### src/rtl/inst_mem_loader.sv
// Instruction memory with a byte-serial program-load port; fetch returns NOP while a load runs.
// Define INST_MEM_LOADER_CHECKSUM_EN to append an XOR checksum byte to every program load.
module inst_mem_loader #(
  parameter int ADDR_W = 3,
  parameter int DEPTH  = 8,
  parameter int DATA_W = 32
) (
  input  logic              clk,
  input  logic              reset_n,
  input  logic [ADDR_W-1:0] address,
  output logic [DATA_W-1:0] instruction,
  input  logic              load_start,
  input  logic              load_valid,
  input  logic [7:0]        load_byte,
  output logic              load_ready,
  output logic              load_busy,
  output logic              load_done,
  output logic              load_error
);

  localparam int               PTR_W    = (DEPTH > 1) ? $clog2(DEPTH) : 1;
  localparam logic [PTR_W-1:0] LAST_PTR = PTR_W'(DEPTH - 1);

  typedef enum logic [2:0] {
    IDLE,
    RECV,
    COMMIT,
`ifdef INST_MEM_LOADER_CHECKSUM_EN
    CHECK,
    CLEAR,
`endif
    DONE
  } state_e;

  state_e            state_q, state_d;
  logic [PTR_W-1:0]  ptr_q, ptr_d;
  logic [1:0]        cnt_q, cnt_d;
  logic [DATA_W-1:0] word_q, word_d;
  logic [DATA_W-1:0] instruction_q, instruction_d;
  logic [DATA_W-1:0] mem_q [DEPTH];
  logic              mem_we;
  logic [PTR_W-1:0]  mem_waddr;
  logic [DATA_W-1:0] mem_wdata;
  logic              accept;

`ifdef INST_MEM_LOADER_CHECKSUM_EN
  logic [7:0] csum_q, csum_d;
  logic       error_q, error_d;
  assign load_error = error_q;
`else
  assign load_error = 1'b0;
`endif

  assign instruction = instruction_q;

  always_comb begin
    // NOTE: every signal written here gets a default first, so no path leaves one unassigned (no latch).
    state_d    = state_q;
    ptr_d      = ptr_q;
    cnt_d      = cnt_q;
    word_d     = word_q;
    mem_we     = 1'b0;
    mem_waddr  = ptr_q;
    mem_wdata  = word_q;
    load_busy  = (state_q != IDLE);
    load_done  = (state_q == DONE);
    load_ready = (state_q == RECV);
`ifdef INST_MEM_LOADER_CHECKSUM_EN
    csum_d     = csum_q;
    error_d    = error_q;
    load_ready = (state_q == RECV) || (state_q == CHECK);
`endif
    accept = load_valid && load_ready;

    unique case (state_q)
      IDLE: ;
      RECV: begin
        if (accept) begin
          word_d = {word_q[DATA_W-9:0], load_byte};
          cnt_d  = cnt_q + 2'd1;
`ifdef INST_MEM_LOADER_CHECKSUM_EN
          csum_d = csum_q ^ load_byte;
`endif
          if (cnt_q == 2'd3) state_d = COMMIT;
        end
      end
      COMMIT: begin
        mem_we = 1'b1;
        cnt_d  = 2'd0;
        if (ptr_q == LAST_PTR) begin
          ptr_d = '0;
`ifdef INST_MEM_LOADER_CHECKSUM_EN
          state_d = CHECK;
`else
          state_d = DONE;
`endif
        end else begin
          ptr_d   = ptr_q + 1'b1;
          state_d = RECV;
        end
      end
`ifdef INST_MEM_LOADER_CHECKSUM_EN
      CHECK: begin
        if (accept) begin
          error_d = (load_byte != csum_q);
          state_d = (load_byte != csum_q) ? CLEAR : DONE;
        end
      end
      // A bad image is wiped one word per cycle so no corrupt program can run.
      CLEAR: begin
        mem_we    = 1'b1;
        mem_wdata = '0;
        ptr_d     = ptr_q + 1'b1;
        if (ptr_q == LAST_PTR) begin
          ptr_d   = '0;
          state_d = DONE;
        end
      end
`endif
      DONE:    state_d = IDLE;
      default: state_d = IDLE;
    endcase

    // A new load_start wins over anything in flight, including a pending commit.
    if (load_start) begin
      state_d = RECV;
      ptr_d   = '0;
      cnt_d   = 2'd0;
      word_d  = '0;
      mem_we  = 1'b0;
`ifdef INST_MEM_LOADER_CHECKSUM_EN
      csum_d  = 8'h00;
      error_d = 1'b0;
`endif
    end

    instruction_d = '0;
    if (!load_busy && (int'(address) < DEPTH)) instruction_d = mem_q[PTR_W'(address)];
  end

  always_ff @(posedge clk) begin
    if (!reset_n) begin
      // NOTE: sequential state uses non-blocking assignments so every flop samples pre-edge values.
      state_q       <= IDLE;
      ptr_q         <= '0;
      cnt_q         <= 2'd0;
      word_q        <= '0;
      instruction_q <= '0;
      // NOTE: the memory is cleared by reset, so it is built from flops rather than an inferred RAM.
      for (int i = 0; i < DEPTH; i++) mem_q[i] <= '0;
`ifdef INST_MEM_LOADER_CHECKSUM_EN
      csum_q        <= 8'h00;
      error_q       <= 1'b0;
`endif
    end else begin
      state_q       <= state_d;
      ptr_q         <= ptr_d;
      cnt_q         <= cnt_d;
      word_q        <= word_d;
      instruction_q <= instruction_d;
      if (mem_we) mem_q[mem_waddr] <= mem_wdata;
`ifdef INST_MEM_LOADER_CHECKSUM_EN
      csum_q        <= csum_d;
      error_q       <= error_d;
`endif
    end
  end

endmodule

### config.mk
export PLATFORM = sky130hd
export DESIGN_NAME = inst_mem_loader
export DESIGN_NICKNAME = d
export VERILOG_FILES = /design/src/rtl/inst_mem_loader.sv
export SDC_FILE = /design/constraint.sdc
export NUM_CORES = 1
export LEC_CHECK = 0
export CAP_MARGIN = 20
export CORE_MARGIN = 5
export CORE_UTILIZATION = 50
export DETAILED_ROUTE_END_ITERATION = 10
export PLACE_DENSITY = 0.64
export SLEW_MARGIN = 20
export SYNTH_ARGS = -nofsm -noshare
export SYNTH_HDL_FRONTEND = slang
export SYNTH_SLANG_ARGS = --single-unit
### constraint.sdc
create_clock -name clk -period 4.6 [get_ports clk]
set_clock_uncertainty 0.1 [all_clocks]
set_input_delay 0.92 -clock clk [delete_from_list [all_inputs] [get_ports clk]]
set_output_delay 0.92 -clock clk [all_outputs]
set_load 0.02 [all_outputs]
==> impl_results.md <==
* Post-CTS setup buffer count at 0
* Sequential-to-total area share from yosys stat at 0.6630
* Status: completed
* Max clock buf depth at 3
* Min-delay worst type: flip-flop to flip-flop
* Power per Cell Area at 400.7 nW/um2
* Worst-path clk slew at 60 ps
* Simple-gate share of the synthesized area at 0.1670
* Hold_buf cts at 0
* Setup TNS at 0 ps
* Syn avg cell area at 13.29 um2
* Total gr overflow at 0
* Minimum clock period at 3231 ps
* Crit path max fanout at 33
* Hold Fails Final Rpt at 0
* Hold Crit Depth at 2
* FF-to-FF path depth at 6
* Final WS setup at 1369 ps
* Period Utilization, post-route at 0.7023
* Antenna viol nets, final at 0
* DRC viols at 0
* Synthesized area at 13,740 um2
* WS Path Type: primary input to flip-flop
* Initial core utilization at 0.5083
* Post-synthesis compound-gate area fraction at 0.04554
* Most used DFF post-synth: edfxtp_1
* Worst-skew pair later-pin latency at 500 ps
* Peak VDD IR at 0.0002271 V
* Core Area at 27,030 um2
* TritonCTS Buffers at 35
* Synth Area in XOR/XNOR at 0
* Worst path arrival time at 3250 ps
* Adder-Cell Fraction of Synth Area at 0.006375
* Ys async rst share at 0
* Proportion of layout cells with a drive suffix above 1 at 0.1041
* Resize count post-CTS at 0
* Vias in the first global route at 7,974
* Proportion of synthesized area in mux cells at 0.09545
* Post-DP HPWL at 17,580 um
* Req. time, crit path at 4620 ps
* Top-count cell post-synth: and2_1
* DRT Pass-1 Iters at 5
* Worst Max-Slew Pin Slew at 921.2 ps
* Die Wd at 175.8 um
* Worst Setup Start Kind: primary input
* Vias per cell at 5.436
* Area grow syn2layout at 14.89%
* Max-cap viol count at 0
* Tot GR Track Use at 0.1954
* Post-synth top area share at 0.5596
* Mapped Nets at 1,056
* Via count at 7,860
* Rel. slew slack at 0.3826
* Largest net degree at the start of global routing at 57
* Antenna violations before repair at 0
* Top cells by area, synth: edfxtp_1 56%, and2_1 12%, dfxtp_1 10%
* Die height at 175.8 um
* NumNets Final at 1,101
* Leakage dissipation at 0.005989 uW
* Synthesized instance count at 1,034
* Initial DRC count at 587
* Post-synth EDFFs at 256
* Port Buffers at 49
* Yosys warnings at 0
* Top-Level Pins at 51
* Worst Setup End Kind: flip-flop
* Placer Congestion at 0.7771
* Diode count at 0
* Post-synth cell types at 33
* Max Slew Vio Count at 0
* Cell taking the most area after synthesis: edfxtp_1
* Fmax at 0.3095 GHz
* Main combinational cell family by area after synthesis: simple AND/OR/NAND/NOR gates
* Die ar. at 30,890 um2
* Top post-synthesis cells by count: 257 x and2_1, 256 x edfxtp_1, 131 x mux2i_1
* Flop and latch count out of synthesis at 327
* Num rows at 60
* CTS tree: built
* First-pass GRT wire length at 46,780 um
* CTS H-Tree Depth at 2
* Dpl ws at 832.5 ps
* Drt wl/cell at 20.48 um
* Final WL at 29,610 um
* Clock sink total at 327
* Setup Viol. Count Final at 0
* RSZ-0062 raised after global routing: false
* Clock root cell: clkbuf_16
## cell families (layout without fill, tap and decap cells)
family,Yosys count,in the layout
adder cells (fa/ha/maj),7,7
AO/OA/AOI/OAI,108,108
flip-flops,327,327
AND/OR/NAND/NOR,389,389
multiplexers,131,131
other,1,1
buffers and inverters,71,142
## flip-flops by register name, indices dropped and copies added, names as in the netlist
| name | flops |
|---|---|
| mem_q | 256 |
| instruction | 32 |
| mem_wdata | 32 |
| mem_waddr | 3 |
| cnt_q | 2 |
| state_q | 2 |
## final cells by class
class | count | area (um2)
clock inverters | 9 | 41.29
flip-flops and latches | 327 | 9109
inverters | 4 | 15.01
fillers | 2163 | 11240
repair buffers | 75 | 711.9
clock buffers | 54 | 1071
multi-input cells | 636 | 4409
well taps | 341 | 426.7
## layout by cell type (no fill, tap or decap), drive strengths merged, types with 6 or more instances in the layout
cell,instances
and2,257
edfxtp,256
mux2i,131
dfxtp,71
nand2,68
o22ai,64
clkbuf,54
clkdlybuf4s50,48
a21oi,36
or2,32
buf,27
clkinv,9
ha,7
nor2,7
nand2b,6
o21ai,6
## power by group
group	leakage (uW)	internal, uW	total (uW)	switching, uW
Clock	0.000551	1600	2680	1080
Combinational	0.00222	130	338	207
Sequential	0.00322	3270	3310	32.4
Total	0.00599	5010	6330	1320
## layer usage
layer  up-vias  track usage  share of wire
li1       3777            -              -
met1      3881       0.2812           0.47
met2       161       0.3112           0.47
met3        41      0.03164          0.043
met4         0      0.05361          0.022
met5         -            0              0
## stage by stage
step / cell area, um2 / hold WS (ps) / instances / utilization / total power, uW
after floorplan: 13740 / 353.3 / 1034 / - / 3570
after global placement: 14670 / 369.2 / 1383 / 0.5429 / 3708
after detailed placement: 14670 / 387.1 / 1383 / 0.5429 / 3713
after CTS: 15780 / 397.3 / 1446 / 0.5840 / 6384
after global routing: 15780 / 444.6 / 1446 / 0.5840 / 6541
final: 15780 / 394.9 / 1446 / 0.5840 / 6325
## final timing paths
kind                                               from                    endpoint  slack [ps]
worst min-delay path              cnt_q[1]$_SDFFE_PP0P_       cnt_q[1]$_SDFFE_PP0P_         390
worst max-delay path                         load_start  mem_q[4][29]$_SDFFCE_PN0P_        1370
worst max register to register  state_q[0]$_SDFFE_PN0P_  mem_q[4][29]$_SDFFCE_PN0P_        1720
worst min register to register    cnt_q[1]$_SDFFE_PP0P_       cnt_q[1]$_SDFFE_PP0P_         390
## critical path, cell delays in order
cell             delay [ps]
clkdlybuf4s50_1         440
nand2b_2                440
nor4_4                  290
buf_4                   350
nand2b_2                770
Power figures use the tool's default switching activity.
